[config.mk]
export PLATFORM = sky130hd
export DESIGN_NAME = mul_share_arbiter
export DESIGN_NICKNAME = d
export VERILOG_FILES = /design/src/rtl/mul_share_pkg.sv /design/src/rtl/mul_share_arbiter_rr.sv /design/src/rtl/mul_share_arbiter.sv
export SDC_FILE = /design/constraint.sdc
export NUM_CORES = 1
export LEC_CHECK = 0
export ABC_AREA = 1
export CAP_MARGIN = 20
export CORE_MARGIN = 1.5
export CORE_UTILIZATION = 38
export DETAILED_ROUTE_END_ITERATION = 6
export DONT_BUFFER_PORTS = 1
export PLACE_DENSITY = 0.59
export SLEW_MARGIN = 20
export SYNTH_ARGS = -nofsm -noshare
export SYNTH_HDL_FRONTEND = slang
export SYNTH_HIERARCHICAL = 1
export SYNTH_SLANG_ARGS = --single-unit
export TNS_END_PERCENT = 30
[constraint.sdc]
create_clock -name clk -period 2.86 [get_ports clk]
set_input_delay 0.572 -clock clk [delete_from_list [all_inputs] [get_ports clk]]
set_output_delay 0.572 -clock clk [all_outputs]
set_load 0.1 [all_outputs]
[src/rtl/mul_share_pkg.sv]
`default_nettype none
// ============================================================================
//  Module      : mul_share_pkg
//  Description : Shared types and default sizing for the multiplier-sharing
//                arbiter. Holds the sequencer state encoding and the derived
//                widths that match the default DWIDTH/NREQ/TIMEOUT.
//  Revision    : 1.0 - initial release
// ============================================================================
package mul_share_pkg;

  // Sequencer states: one operation in flight at a time.
  typedef enum logic [1:0] {
    IDLE  = 2'd0,
    ISSUE = 2'd1,
    WAIT  = 2'd2,
    RESP  = 2'd3
  } state_t;

  // Default sizing and the widths derived from it.
  localparam int DEF_DWIDTH  = 4;
  localparam int DEF_NREQ    = 4;
  localparam int DEF_TIMEOUT = 31;
  localparam int DEF_OWIDTH  = 2 * DEF_DWIDTH;
  localparam int DEF_IDW     = $clog2(DEF_NREQ);
  localparam int DEF_TW      = $clog2(DEF_TIMEOUT + 1);

endpackage
`default_nettype wire

[src/rtl/mul_share_arbiter_rr.sv]
`default_nettype none
// ============================================================================
//  Module      : rr_arbiter
//  Description : Purely combinational round-robin picker. Searches req starting
//                at index ptr and wrapping; the first set bit wins.
//  Ports       : req      [NREQ]  request vector
//                ptr      [IDW]   index given highest priority (must be < NREQ)
//                grant    [NREQ]  one-hot grant (all zero when no request)
//                grant_id [IDW]   index of the granted requester
//                any      [1]     at least one request present
//  Revision    : 1.0 - initial release
// ============================================================================
module rr_arbiter #(
  parameter  int NREQ = 4,
  localparam int IDW  = $clog2(NREQ)
) (
  input  logic [NREQ-1:0] req,
  input  logic [IDW-1:0]  ptr,
  output logic [NREQ-1:0] grant,
  output logic [IDW-1:0]  grant_id,
  output logic            any
);

  // One extra bit so ptr + offset can be wrapped without overflow.
  logic [IDW:0] sum;
  logic [IDW-1:0] idx;

  always_comb begin
    grant    = '0;
    grant_id = '0;
    any      = 1'b0;
    sum      = '0;
    idx      = '0;
    for (int k = 0; k < NREQ; k++) begin
      sum = {1'b0, ptr} + (IDW+1)'(k);
      if (sum >= (IDW+1)'(NREQ)) begin
        sum = sum - (IDW+1)'(NREQ);
      end
      idx = sum[IDW-1:0];
      if (!any && req[idx]) begin
        any        = 1'b1;
        grant[idx] = 1'b1;
        grant_id   = idx;
      end
    end
  end

endmodule
`default_nettype wire

[src/rtl/mul_share_arbiter.sv]
`default_nettype none
// ============================================================================
//  Module      : mul_share_arbiter
//  Description : Shares one multi-cycle multiplier between NREQ requesters.
//                Round-robin grant, then ISSUE -> WAIT -> RESP for a single
//                operation; a watchdog turns a silent multiplier into an error
//                response after TIMEOUT WAIT cycles.
//  Ports       : clk, rst (async, active-high)
//                req_valid/req_ready [NREQ], req_x/req_y [NREQ*DWIDTH]
//                rsp_valid/rsp_ready, rsp_id [IDW], rsp_z [OWIDTH], rsp_err
//                mul_i_valid, mul_xin, mul_yin -> multiplier inputs
//                mul_zout, mul_o_valid         <- multiplier outputs
//                busy: high whenever the sequencer is not idle
//  Revision    : 1.0 - initial release
// ============================================================================
module mul_share_arbiter
  import mul_share_pkg::*;
#(
  parameter  int DWIDTH  = 4,
  parameter  int NREQ    = 4,
  parameter  int TIMEOUT = 31,
  localparam int OWIDTH  = 2 * DWIDTH,
  localparam int IDW     = $clog2(NREQ),
  localparam int TW      = $clog2(TIMEOUT + 1)
) (
  input  logic                   clk,
  input  logic                   rst,
  input  logic [NREQ-1:0]        req_valid,
  output logic [NREQ-1:0]        req_ready,
  input  logic [NREQ*DWIDTH-1:0] req_x,
  input  logic [NREQ*DWIDTH-1:0] req_y,
  output logic                   rsp_valid,
  input  logic                   rsp_ready,
  output logic [IDW-1:0]         rsp_id,
  output logic [OWIDTH-1:0]      rsp_z,
  output logic                   rsp_err,
  output logic                   mul_i_valid,
  output logic [DWIDTH-1:0]      mul_xin,
  output logic [DWIDTH-1:0]      mul_yin,
  input  logic [OWIDTH-1:0]      mul_zout,
  input  logic                   mul_o_valid,
  output logic                   busy
);

  state_t              state_q, state_d;
  logic [IDW-1:0]      ptr_q, ptr_d;
  logic [TW-1:0]       timer_q, timer_d;
  logic [DWIDTH-1:0]   x_q, x_d;
  logic [DWIDTH-1:0]   y_q, y_d;
  logic [IDW-1:0]      id_q, id_d;
  logic [OWIDTH-1:0]   z_q, z_d;
  logic                err_q, err_d;
  logic                mul_i_valid_q, mul_i_valid_d;
  logic                rsp_valid_q, rsp_valid_d;
  logic                busy_q, busy_d;

  logic [NREQ-1:0]     grant;
  logic [IDW-1:0]      grant_id;
  logic                grant_any;

  // Per-requester operand views of the packed buses.
  logic [DWIDTH-1:0]   x_arr [NREQ];
  logic [DWIDTH-1:0]   y_arr [NREQ];

  for (genvar gi = 0; gi < NREQ; gi++) begin : g_unpack
    assign x_arr[gi] = req_x[gi*DWIDTH +: DWIDTH];
    assign y_arr[gi] = req_y[gi*DWIDTH +: DWIDTH];
  end

  rr_arbiter #(
    .NREQ (NREQ)
  ) u_rr (
    .req      (req_valid),
    .ptr      (ptr_q),
    .grant    (grant),
    .grant_id (grant_id),
    .any      (grant_any)
  );

  // Grant is only offered while idle; reset forces it low even though the
  // state register already reads IDLE.
  assign req_ready   = (state_q == IDLE && !rst) ? grant : '0;
  assign mul_i_valid = mul_i_valid_q;
  assign mul_xin     = x_q;
  assign mul_yin     = y_q;
  assign rsp_valid   = rsp_valid_q;
  assign rsp_id      = id_q;
  assign rsp_z       = z_q;
  assign rsp_err     = err_q;
  assign busy        = busy_q;

  always_comb begin
    state_d = state_q;
    ptr_d   = ptr_q;
    timer_d = timer_q;
    x_d     = x_q;
    y_d     = y_q;
    id_d    = id_q;
    z_d     = z_q;
    err_d   = err_q;
    case (state_q)
      IDLE: begin
        if (grant_any) begin
          x_d     = x_arr[grant_id];
          y_d     = y_arr[grant_id];
          id_d    = grant_id;
          state_d = ISSUE;
        end
      end
      ISSUE: begin
        timer_d = '0;
        state_d = WAIT;
      end
      WAIT: begin
        timer_d = timer_q + 1'b1;
        // A result arriving on the last allowed cycle still beats the watchdog.
        if (mul_o_valid) begin
          z_d     = mul_zout;
          err_d   = 1'b0;
          state_d = RESP;
        end else if (timer_q == TW'(TIMEOUT - 1)) begin
          z_d     = '0;
          err_d   = 1'b1;
          state_d = RESP;
        end
      end
      RESP: begin
        if (rsp_ready) begin
          ptr_d   = (id_q == IDW'(NREQ - 1)) ? '0 : id_q + 1'b1;
          state_d = IDLE;
        end
      end
      default: state_d = IDLE;
    endcase
    // Outputs are registered from the next state so they line up with it.
    mul_i_valid_d = (state_d == ISSUE);
    rsp_valid_d   = (state_d == RESP);
    busy_d        = (state_d != IDLE);
  end

  always_ff @(posedge clk or posedge rst) begin
    if (rst) begin
      state_q       <= IDLE;
      ptr_q         <= '0;
      timer_q       <= '0;
      x_q           <= '0;
      y_q           <= '0;
      id_q          <= '0;
      z_q           <= '0;
      err_q         <= 1'b0;
      mul_i_valid_q <= 1'b0;
      rsp_valid_q   <= 1'b0;
      busy_q        <= 1'b0;
    end else begin
      state_q       <= state_d;
      ptr_q         <= ptr_d;
      timer_q       <= timer_d;
      x_q           <= x_d;
      y_q           <= y_d;
      id_q          <= id_d;
      z_q           <= z_d;
      err_q         <= err_d;
      mul_i_valid_q <= mul_i_valid_d;
      rsp_valid_q   <= rsp_valid_d;
      busy_q        <= busy_d;
    end
  end

endmodule
`default_nettype wire

* Yosys cells after proc, flatten, opt, wreduce, memory -nomap -nowiden
Index checks and enable logic that the tools add are counted.
** Operators by class
- $add $sub $neg :: 9
- Order comparisons :: 13
- Equality and inequality tests :: 7
- Multiplexer cells :: 50
- Bitwise logic cells :: 4
- Reductions and logical operators :: 19
** Operator list (count)
- 4-bit 2-to-1 mux :: 9
- 2-bit 2-to-1 mux :: 13
- 4-bit binary-select mux with 2-bit select :: 2
- 8-bit 2-to-1 mux :: 2
- 1-bit 2-to-1 mux :: 14
- 3-bit >= comparator (second input constant) :: 4
- 2-bit by 3-bit < comparator with 1-bit output (second input constant) :: 4
- 4-bit OR :: 3
- 5-bit case mux with 2 select lines :: 1
- 1-bit binary-select mux with 2-bit select :: 4
- 1-bit demux with 2-bit select :: 4
- 2-bit equality test (second input constant) :: 4
- 2-bit by 1-bit >= comparator with 1-bit output (second input constant) :: 4
- 1-bit logical AND :: 8
- 2-bit case mux with 4 select lines :: 1
- 2-bit by 1-bit subtractor with 2-bit output (second input constant) :: 4
- 2-bit by 2-bit adder with 3-bit output (second input constant) :: 2
- 2-bit AND reduction :: 3
- 2-bit nonzero test :: 3
- 5-bit by 1-bit adder with 5-bit output (second input constant) :: 1
- 5-bit equality test (second input constant) :: 1
- 2-bit by 1-bit equality test with 1-bit output (second input constant) :: 2
- 1-bit logical NOT :: 4
- 2-bit by 1-bit adder with 3-bit output (second input constant) :: 1
- 4 further kinds :: 4
** Word-level totals
- Bits in registers :: 31
- Output and inout port bits :: 26

* Longest topological paths before layout
Gate-level depths: netlist of the first run.
- Depth in word-level cells :: 18
- Mapped depth :: 16
- Depth with buffers taken out :: 14

* Cells and area by module
Netlist of the first run, hierarchy kept.
** By module, submodules not included
- mul_share_arbiter :: instances 1, cells an instance 195, area each 1616.6 um^2, seq. area each 775.7 um^2
- rr_arbiter :: instances 1, cells an instance 74, area each 440.4 um^2, seq. area each 0.0 um^2

* Least setup slack after synthesis of the first run
Ideal clock, no wire load.
- Path type :: flip-flop to output port
- From :: reg ptr_q[0]
- To :: out req_ready[0]
- Arrival :: 2877 ps
- Required time :: 2288 ps
- Setup slack :: -589 ps
- Cell stages (with the launch flop) :: 11
- Path buffers :: 0
- Path through :: dfrtp_1 -> inv_2 -> ha_1 -> inv_1 -> nand3_1 -> nand2_1 -> nor2_1 -> a21oi_1 -> nand3_1 -> inv_1 -> nor2_1
** Between the ends
- Longest elaborated chain between the ends :: 15
** RTL lines
- start: declaration :: line mul_share_arbiter.sv:46 : logic [IDW-1:0] ptr_q, ptr_d;
- start signal: assignment :: line mul_share_arbiter.sv:156 : ptr_q <= ptr_d;
- parallel branches: the longest is 13 deep, another holds 2-bit by 1-bit adder with 3-bit output
- 4-bit 2-to-1 mux * :: line mul_share_arbiter_rr.sv:40 : if (!any && req[idx]) begin
- net grant[0] :: line mul_share_arbiter.sv:57 : logic [NREQ-1:0] grant;
- 4-bit 2-to-1 mux * :: line mul_share_arbiter.sv:82 : assign req_ready = (state_q == IDLE && !rst) ? grant : '0;
- end: declaration :: line mul_share_arbiter.sv:29 : output logic [NREQ-1:0] req_ready,
Mark *: on every way through the listed nets, which the timed path passes. The select of a mux whose other input is x is not followed.

* Worst setup path after layout of the first run
- From :: reg ptr_q[1]
- To :: out req_ready[1]
Same word-level chain as after synthesis.

==> results of run 1 <==
## stage by stage
stage                     utilization  TNS [ns]  instances  hold WS (ns)  cell area (µm²)
after global placement         0.4344         0        345        0.5347             2247
after CTS                      0.4516         0        353        0.3010             2336
after floorplan                     -   -0.5489        269        0.5018             2067
after global routing           0.4582         0        356        0.3321             2370
final                          0.4582         0        356        0.2906             2370
after detailed placement       0.4344         0        345        0.5402             2247
## worst max-delay path, stage by stage, from the launching register on
cell and delay, ns:
dfrtp_1 0.37, inv_1 0.18, ha_4 0.25, inv_1 0.11
nand3_1 0.09, nand2_1 0.06, nor2_1 0.04, buf_4 0.15
a21oi_1 0.17, nand3_1 0.10, inv_1 0.07, nor2_2 0.05
buf_12 0.17
## sequential cells by signal, summed over array words and instances (netlist names)
| name | flops |
|---|---|
| mul_yin | 4 |
| mul_xin | 4 |
| rsp_id | 2 |
| rsp_err | 1 |
| mul_i_valid | 1 |
| ptr_q | 2 |
| timer_q | 5 |
| state_q | 2 |
| rsp_valid | 1 |
| busy | 1 |
| rsp_z | 8 |
## worst min-delay path by stage
| stage | from | endpoint | slack, ns | cells after the start |
|---|---|---|---|---|
| final | rst | ptr_q[1] | 0.29 | 2 |
| after global routing | rst | rsp_valid | 0.33 | 2 |
| after CTS | rst | state_q[1] | 0.30 | 2 |
| after detailed placement | timer_q[1] | timer_q[1] | 0.54 | 2 |
| after global placement | timer_q[1] | timer_q[1] | 0.53 | 2 |
| after floorplan | timer_q[1] | timer_q[1] | 0.50 | 2 |
## logic make-up after synthesis
kind of cell | count (synthesis) | synth area share
compound gates | 46 | 0.1338
simple gates | 143 | 0.3285
flops | 31 | 0.3771
xor+xnor | 1 | 0.004259
buf+inv | 35 | 0.07786
mux | 1 | 0.005474
fa+ha+maj | 12 | 0.07299
## routing by layer
layer / GRT usage / vias up
li1: - / 923
met1: 0.1903 / 798
met2: 0.2902 / 66
met3: 0.05150 / 6
met4: 0.05556 / 0
met5: 0 / -
## layout make-up
| class | instances | area (µm²) | area share |
|---|---|---|---|
| well taps | 70 | 87.58 | 0.03696 |
| flip-flops and latches | 31 | 775.7 | 0.3273 |
| multi-input cells | 204 | 1150 | 0.4852 |
| clock buffers | 5 | 68.82 | 0.02904 |
| clock inverters | 3 | 20.02 | 0.008448 |
| repair buffers | 15 | 162.7 | 0.06864 |
| inverters | 28 | 105.1 | 0.04435 |
## placed cells by master (no fill, tap or decap), types with 2 or more instances in the layout
cell,instances
or2_2,4
o21ai_0,14
nor3_1,2
inv_2,2
o31ai_1,2
o211ai_1,9
a21oi_1,11
clkinvlp_4,2
o21ai_1,3
buf_4,11
or2_1,6
nand2_1,64
a21boi_0,4
nand4_1,8
nor2_1,16
nor2_2,6
dfrtp_1,31
clkbuf_8,5
buf_12,4
nand2_2,7
ha_1,11
inv_1,26
nand3_1,26
## what timing repair did
action | 4_1_cts | 5_1_grt
setup buffers | 0 | 2
endpoints found under the setup margin | 0 | 3
hold endpoints to repair | 0 | 0
gates resized for setup | 0 | 1
==> results.cfg, run 1 <==
[die]
die_x_um = 76.58
coreArea_um2 = 5172
ios = 74
initial_core_util = 0.3977
die_area_um2 = 5864
die_y_um = 76.58
rows = 26

[critical_path]
cp-start-kind = register
endpoint_kind = output port
r2r_start = ptr_q[1]
reg2reg_depth = 13
cp.arrival_ns = 2.08
worstSetupStartpoint = ptr_q[1]
crit_path_end = req_ready[1]
cp_max_fo = 6
r2r_end = mul_yin[0]
reg2reg_slack_ns = 0.54
path_class = reg -> out
cp.required_ns = 2.29

[route]
drt-pass1-iter-count = 4
vias_per_cell = 5.037
route.met3.wl_um = 294
ant_nets = 0
dr.first_iter.drc_count = 73
wirelength_um = 4657
vias = 1793
met2_length_um = 2246
wl_per_cell_um = 13.08
wl_met1_um = 2076
highest_layer = met4
route.detailed.drc = 0

[logic_synthesis]
synth_edf_count = 0
syn_inst = 269
syn_nets = 329
ys_warn_count = 6
syn_area_um2 = 2057
synth_top_area_cell = dfrtp_1
synthTopCellsByCount = nand2_1, dfrtp_1, inv_1, nand3_1, nor2_1
syn-mean-instance-area_um2 = 7.647
synth_most_common_cell = nand2_1
async_reset_ff_frac = 1.000
yosys-top-cells-area = dfrtp_1, nand2_1, ha_1, nand3_1, inv_1
ys.flop_type = dfrtp_1
yosysTopAreaCellShare = 0.3771
synth.distinct_cells = 33
ys_seq_area_frac = 0.3771
ys_ff_latch = 31

[grt]
grt_pass1_wl_um = 7886
grt_usage = 0.1655
grt_antenna_before_repair = 0
grt_max_degree = 32
overflow = 0
grt_pass1_vias = 1802

[place]
dp_hpwl_um = 3490
place_ws_ns = 0.4482
gp_congestion = 0.8184
io_buffers = 0

[timing]
fin_ws_ns = 0.2052
finalSetupViolCount = 0
hold_violations = 0
relSlewSlack = 0.3887
fin_crit_sh = 0.9282
max_freq_ghz = 0.3767
slew_viol_final = 0
worst_pin_slew_ns = 0.9170
rsz0062_at_grt = no
fin_worst_skew_ns = 0.003003
fin_crit_ns = 2.655

[clock_tree]
cts_tree = built
cts_num_sinks = 31
numCtsBuffers = 5
path_clk_slew_ns = 0.07
htreeDepth = 2
cts_hold_buf = 0
clockBufferDepth = 2
clkLatencyLatePin_ns = 0.28
clock-root-buffer = clkbuf_8

[cells_and_area]
drive_above_1_share = 0.1678
diodes = 0
syn_to_final_growth_pct = 15.21
fill_cells = 509
nNetsFinal = 345

[job]
maxCapViolCount = 0

[min_path]
worst_hold_path_type = in -> async

[run_status]
status = completed
Power of run 1 is not shown: default switching activity piles up to over one toggle a cycle in this logic, so the estimate is an artifact.
==> run 2: changes to the inputs <==
--- a/config.mk
+++ b/config.mk
@@ -7,11 +7,12 @@
 export LEC_CHECK = 0
 export ABC_AREA = 1
 export CAP_MARGIN = 20
-export CORE_MARGIN = 1.5
+export CORE_MARGIN = 8
 export CORE_UTILIZATION = 38
 export DETAILED_ROUTE_END_ITERATION = 6
 export DONT_BUFFER_PORTS = 1
 export PLACE_DENSITY = 0.59
+export REMOVE_ABC_BUFFERS = 1
 export SLEW_MARGIN = 20
 export SYNTH_ARGS = -nofsm -noshare
 export SYNTH_HDL_FRONTEND = slang
==> run 2 against run 1 <==
- worst setup slack gained 0.018 ns
- via count increased by 2.0%
- die area increased by 37%
- maximum frequency rose by 0.70%
- sequential share of layout area is 0.56 points lower
==> results.cfg, run 2 (same netlist as run 1, synthesis figures left out) <==
[die]
rows = 26
ios = 74
die_y_um = 89.58
die_x_um = 89.58
initial_core_util = 0.3977
die_area_um2 = 8024
coreArea_um2 = 5172

[critical_path]
r2r_end = mul_yin[3]
path_common_cell = inv_1
r2r_start = ptr_q[1]
cp-start-kind = register
slowest_stage = dfrtp_1
cp.arrival_ns = 2.06
reg2reg_depth = 13
cp_max_fo = 6
crit_chain = inv_1 > ha_4 > inv_1 > nand2_1 > nand2_2 > nor2_4 > nand3_1 > nand3_1 > inv_1 > nor2_2 > buf_12
endpoint_kind = output port
cpPeakStageDelay_ns = 0.34
path_class = reg -> out
reg2reg_slack_ns = 0.42
cp.required_ns = 2.29

[min_path]
worst_hold_path_type = in -> async

[grt]
overflow = 0
grt_pass1_vias = 1761
grt_max_degree = 32
grt_antenna_before_repair = 0
grt_pass1_wl_um = 8169
grt_usage = 0.1287

[place]
place_ws_ns = 0.3511
io_buffers = 0
gp_congestion = 0.8137
dp_hpwl_um = 4047
dp.cells = 344

[timing]
slew_viol_final = 0
rsz0062_at_grt = no
finalSetupViolCount = 0
max_freq_ghz = 0.3793
hold_violations = 0
fin_crit_sh = 0.9218
worst_pin_slew_ns = 0.9199
fin_worst_skew_ns = 0.003073
fin_crit_ns = 2.636
fin_ws_ns = 0.2236
relSlewSlack = 0.3867

[cells_and_area]
finalNonFillerCells = 356
final_common_cell = nand2_1
nNetsFinal = 345
syn_to_final_growth_pct = 17.21
layout_common_cells = nand2_1, dfrtp_1, inv_1, nand3_1, nor2_1
drive_above_1_share = 0.1713
diodes = 0
largest_reg_flops = 8

[route]
vias_per_cell = 5.135
wirelength_um = 5219
drt-pass1-iter-count = 4
vias = 1828
dr.first_iter.drc_count = 61
ant_nets = 0
route.detailed.drc = 0
wl_per_cell_um = 14.66

[clock_tree]
clock-root-buffer = clkbuf_8
numCtsBuffers = 5
cts_tree = built
clockBufferDepth = 2
clkLatencyLatePin_ns = 0.28
path_clk_slew_ns = 0.07
htreeDepth = 2
cts_hold_buf = 0
cts_num_sinks = 31

[job]
maxCapViolCount = 0

[run_status]
status = completed
[run 2: area by class of cell]
type / count / area, µm²
Fill cell: 502 / 2761
Multi-Input combinational cell: 204 / 1162
Clock buffer: 6 / 82.58
Sequential cell: 31 / 775.7
Tap cell: 70 / 87.58
Clock inverter: 2 / 35.03
Inverter: 28 / 105.1
Timing Repair Buffer: 15 / 162.7
[run 2: critical path, delay by kind of cell (launching register included)]
family                   cells  cell delay, ns
adder cells (fa/ha/maj)      1            0.32
buffers and inverters        4            0.42
flip-flops                   1            0.34
AND/OR/NAND/NOR              6            0.71
[run 2: routing by layer]
metal / up-vias / share of wire / global-route usage / routed length, µm
met5: - / 0 / 0 / 0
met4: 0 / 0.023 / 0.03474 / 121
met3: 10 / 0.088 / 0.03913 / 460
met2: 71 / 0.50 / 0.2206 / 2597
met1: 826 / 0.39 / 0.1514 / 2039
li1: 921 / - / - / -
[run 2: repair_timing]
item,in CTS,in global routing
resized for setup,0,4
endpoints found under the setup margin,0,4
buffers inserted,0,3
[run 2: worst max path at each step]
stage	startpoint	endpoint	slack, ns	depth (start not counted)
floorplan	ptr_q[0]	req_ready[0]	-0.59	10
global placement	ptr_q[1]	req_ready[1]	0.39	11
detailed placement	ptr_q[1]	req_ready[3]	0.35	11
CTS	ptr_q[1]	req_ready[3]	0.04	11
global route	ptr_q[1]	req_ready[0]	0.06	11
finish	ptr_q[1]	req_ready[1]	0.22	11
[run 2: stage by stage]
stage	hold WS, ns	util	cell area (µm²)	TNS (ns)
2_1_floorplan	0.5018	-	2002	-2.359
3_3_place_gp	0.5285	0.4330	2240	0
3_5_place_dp	0.5408	0.4330	2240	0
4_1_cts	0.3003	0.4557	2357	0
5_1_grt	0.3272	0.4661	2411	0
6_report	0.2887	0.4661	2411	0
Power of run 2 is left out for the same reason.
==> run 3: changes to the inputs <==
--- a/config.mk
+++ b/config.mk
@@ -6,7 +6,9 @@
 export NUM_CORES = 1
 export LEC_CHECK = 0
 export ABC_AREA = 1
+export ABC_CLOCK_PERIOD_IN_PS = 3200
 export CAP_MARGIN = 20
+export CORE_ASPECT_RATIO = 0.7
 export CORE_MARGIN = 8
 export CORE_UTILIZATION = 38
 export DETAILED_ROUTE_END_ITERATION = 6
==> constraint.sdc (replaced) <==
create_clock -name clk -period 3.2 [get_ports clk]
set_input_delay 0.64 -clock clk [delete_from_list [all_inputs] [get_ports clk]]
set_output_delay 0.64 -clock clk [all_outputs]
set_load 0.1 [all_outputs]
==> run 3 against run 2 <==
- non-clock buffer count decreased by 5
- global-route usage up 0.61 points
- clock skew up 0.0059 ns
- sequential cell count unchanged
- die area grew 0.46%
- worst setup slack worse by 0.012 ns
- highest routed layer unchanged
- routed wire length increased by 5.6%
- sequential share of layout area rose by 0.91 points
- first-iteration DRC count increased by 89%
==> results.cfg, run 3 (same netlist as run 1, synthesis figures left out) <==
[run_status]
status = completed

[place]
dp.cells = 344
io_buffers = 0
dp_hpwl_um = 4236
placed_area_um2 = 2227
place_ws_ns = 0.5499
gp_congestion = 0.9276

[cells_and_area]
syn_to_final_growth_pct = 13.99
nNetsFinal = 339
layout_common_cells = nand2_1, dfrtp_1, inv_1, nand3_1, nor2_1
largest_reg_flops = 8
final_common_cell = nand2_1
finalNonFillerCells = 352
drive_above_1_share = 0.1464
diodes = 0
finalInstanceArea_um2 = 2345

[route]
dr.first_iter.drc_count = 115
ant_nets = 0
drt-pass1-iter-count = 4
vias = 1836
route.detailed.drc = 0
wirelength_um = 5509
wl_per_cell_um = 15.65
vias_per_cell = 5.216

[clock_tree]
path_clk_slew_ns = 0.07
cts_resized = 0
cts_tree = built
cts_num_sinks = 31
clockBufferDepth = 2
cts_setup_buffers = 0
htreeDepth = 2
clkLatencyLatePin_ns = 0.28
cts_hold_buf = 0
numCtsBuffers = 5
clock-root-buffer = clkbuf_8

[timing]
max_freq_ghz = 0.3347
fin_crit_ns = 2.988
relSlewSlack = 0.3545
holdWs_ns = 0.3775
hold_violations = 0
fin_worst_skew_ns = 0.008955
fin_crit_sh = 0.9337
fin_ws_ns = 0.2120
rsz0062_at_grt = no
worst_pin_slew_ns = 0.9683
finalSetupViolCount = 0
slew_viol_final = 0

[grt]
grt_pass1_wl_um = 8921
grt.met1_usage = 0.1936
grt_util_met2 = 0.1826
overflow = 0
grt_max_degree = 32
met3_usage = 0.06023
grt-busiest-layer = met1
grt_antenna_before_repair = 0
grt_pass1_vias = 1666
grt_usage = 0.1348

[critical_path]
path_class = reg -> out
cp.required_ns = 2.56
endpoint_kind = output port
cp.arrival_ns = 2.35
cp_max_fo = 9
slowest_stage = ha_1
crit_chain = inv_2 > ha_1 > inv_1 > nand3_1 > nand2_1 > nor2_1 > a21oi_1 > nand3_1 > inv_1 > nor2_2 > buf_12
cp-start-kind = register
cpPeakStageDelay_ns = 0.39

[die]
rows = 22
die_area_um2 = 8061
initial_core_util = 0.3933
coreArea_um2 = 5230
die_x_um = 103.9
ios = 74
die_y_um = 77.56

[min_path]
worst_hold_path_type = in -> async

[job]
maxCapViolCount = 0
[run 3: path summary, 6_finish.rpt]
check | start | endpoint | slack, ns | cells after the start
worst max-delay path | ptr_q[0] | req_ready[0] | 0.21 | 11
worst min-delay path | rst | mul_xin[2] | 0.38 | 2
worst max register to register | ptr_q[0] | mul_yin[0] | 0.61 | 12
worst min register to register | timer_q[3] | timer_q[3] | 0.60 | 2
max in group asynchronous | rst | busy | 2.52 | 2
min in group clk | mul_o_valid | rsp_err | 0.45 | 1
[run 3: final cells by class]
type / instances / area [µm²]
tap: 72 / 90.09
clock buffer: 6 / 82.58
timing repair buffer: 10 / 125.1
sequential: 31 / 775.7
multi-input combinational: 203 / 1131
fill: 535 / 2885
inverter: 28 / 105.1
clock inverter: 2 / 35.03
[run 3: metrics by stage]
step / TNS, ns / util
4_1_cts: 0 / 0.4483
3_3_place_gp: 0 / 0.4258
2_1_floorplan: -1.271 / -
3_5_place_dp: 0 / 0.4258
5_1_grt: 0 / 0.4483
6_report: 0 / 0.4483
[run 3: per-layer routing]
layer	wire, µm	vias to the layer above
li1	-	913
met1	2603	845
met2	2219	76
met3	672	2
met4	14	0
met5	0	-
[run 3: worst max-delay path, delay by kind of cell, from the launching register on]
| family | cells | cell delay (ns) |
|---|---|---|
| buf+inv | 4 | 0.46 |
| flops | 1 | 0.36 |
| compound gates | 1 | 0.14 |
| fa+ha+maj | 1 | 0.39 |
| simple gates | 5 | 0.74 |
Power of run 3 is left out for the same reason.
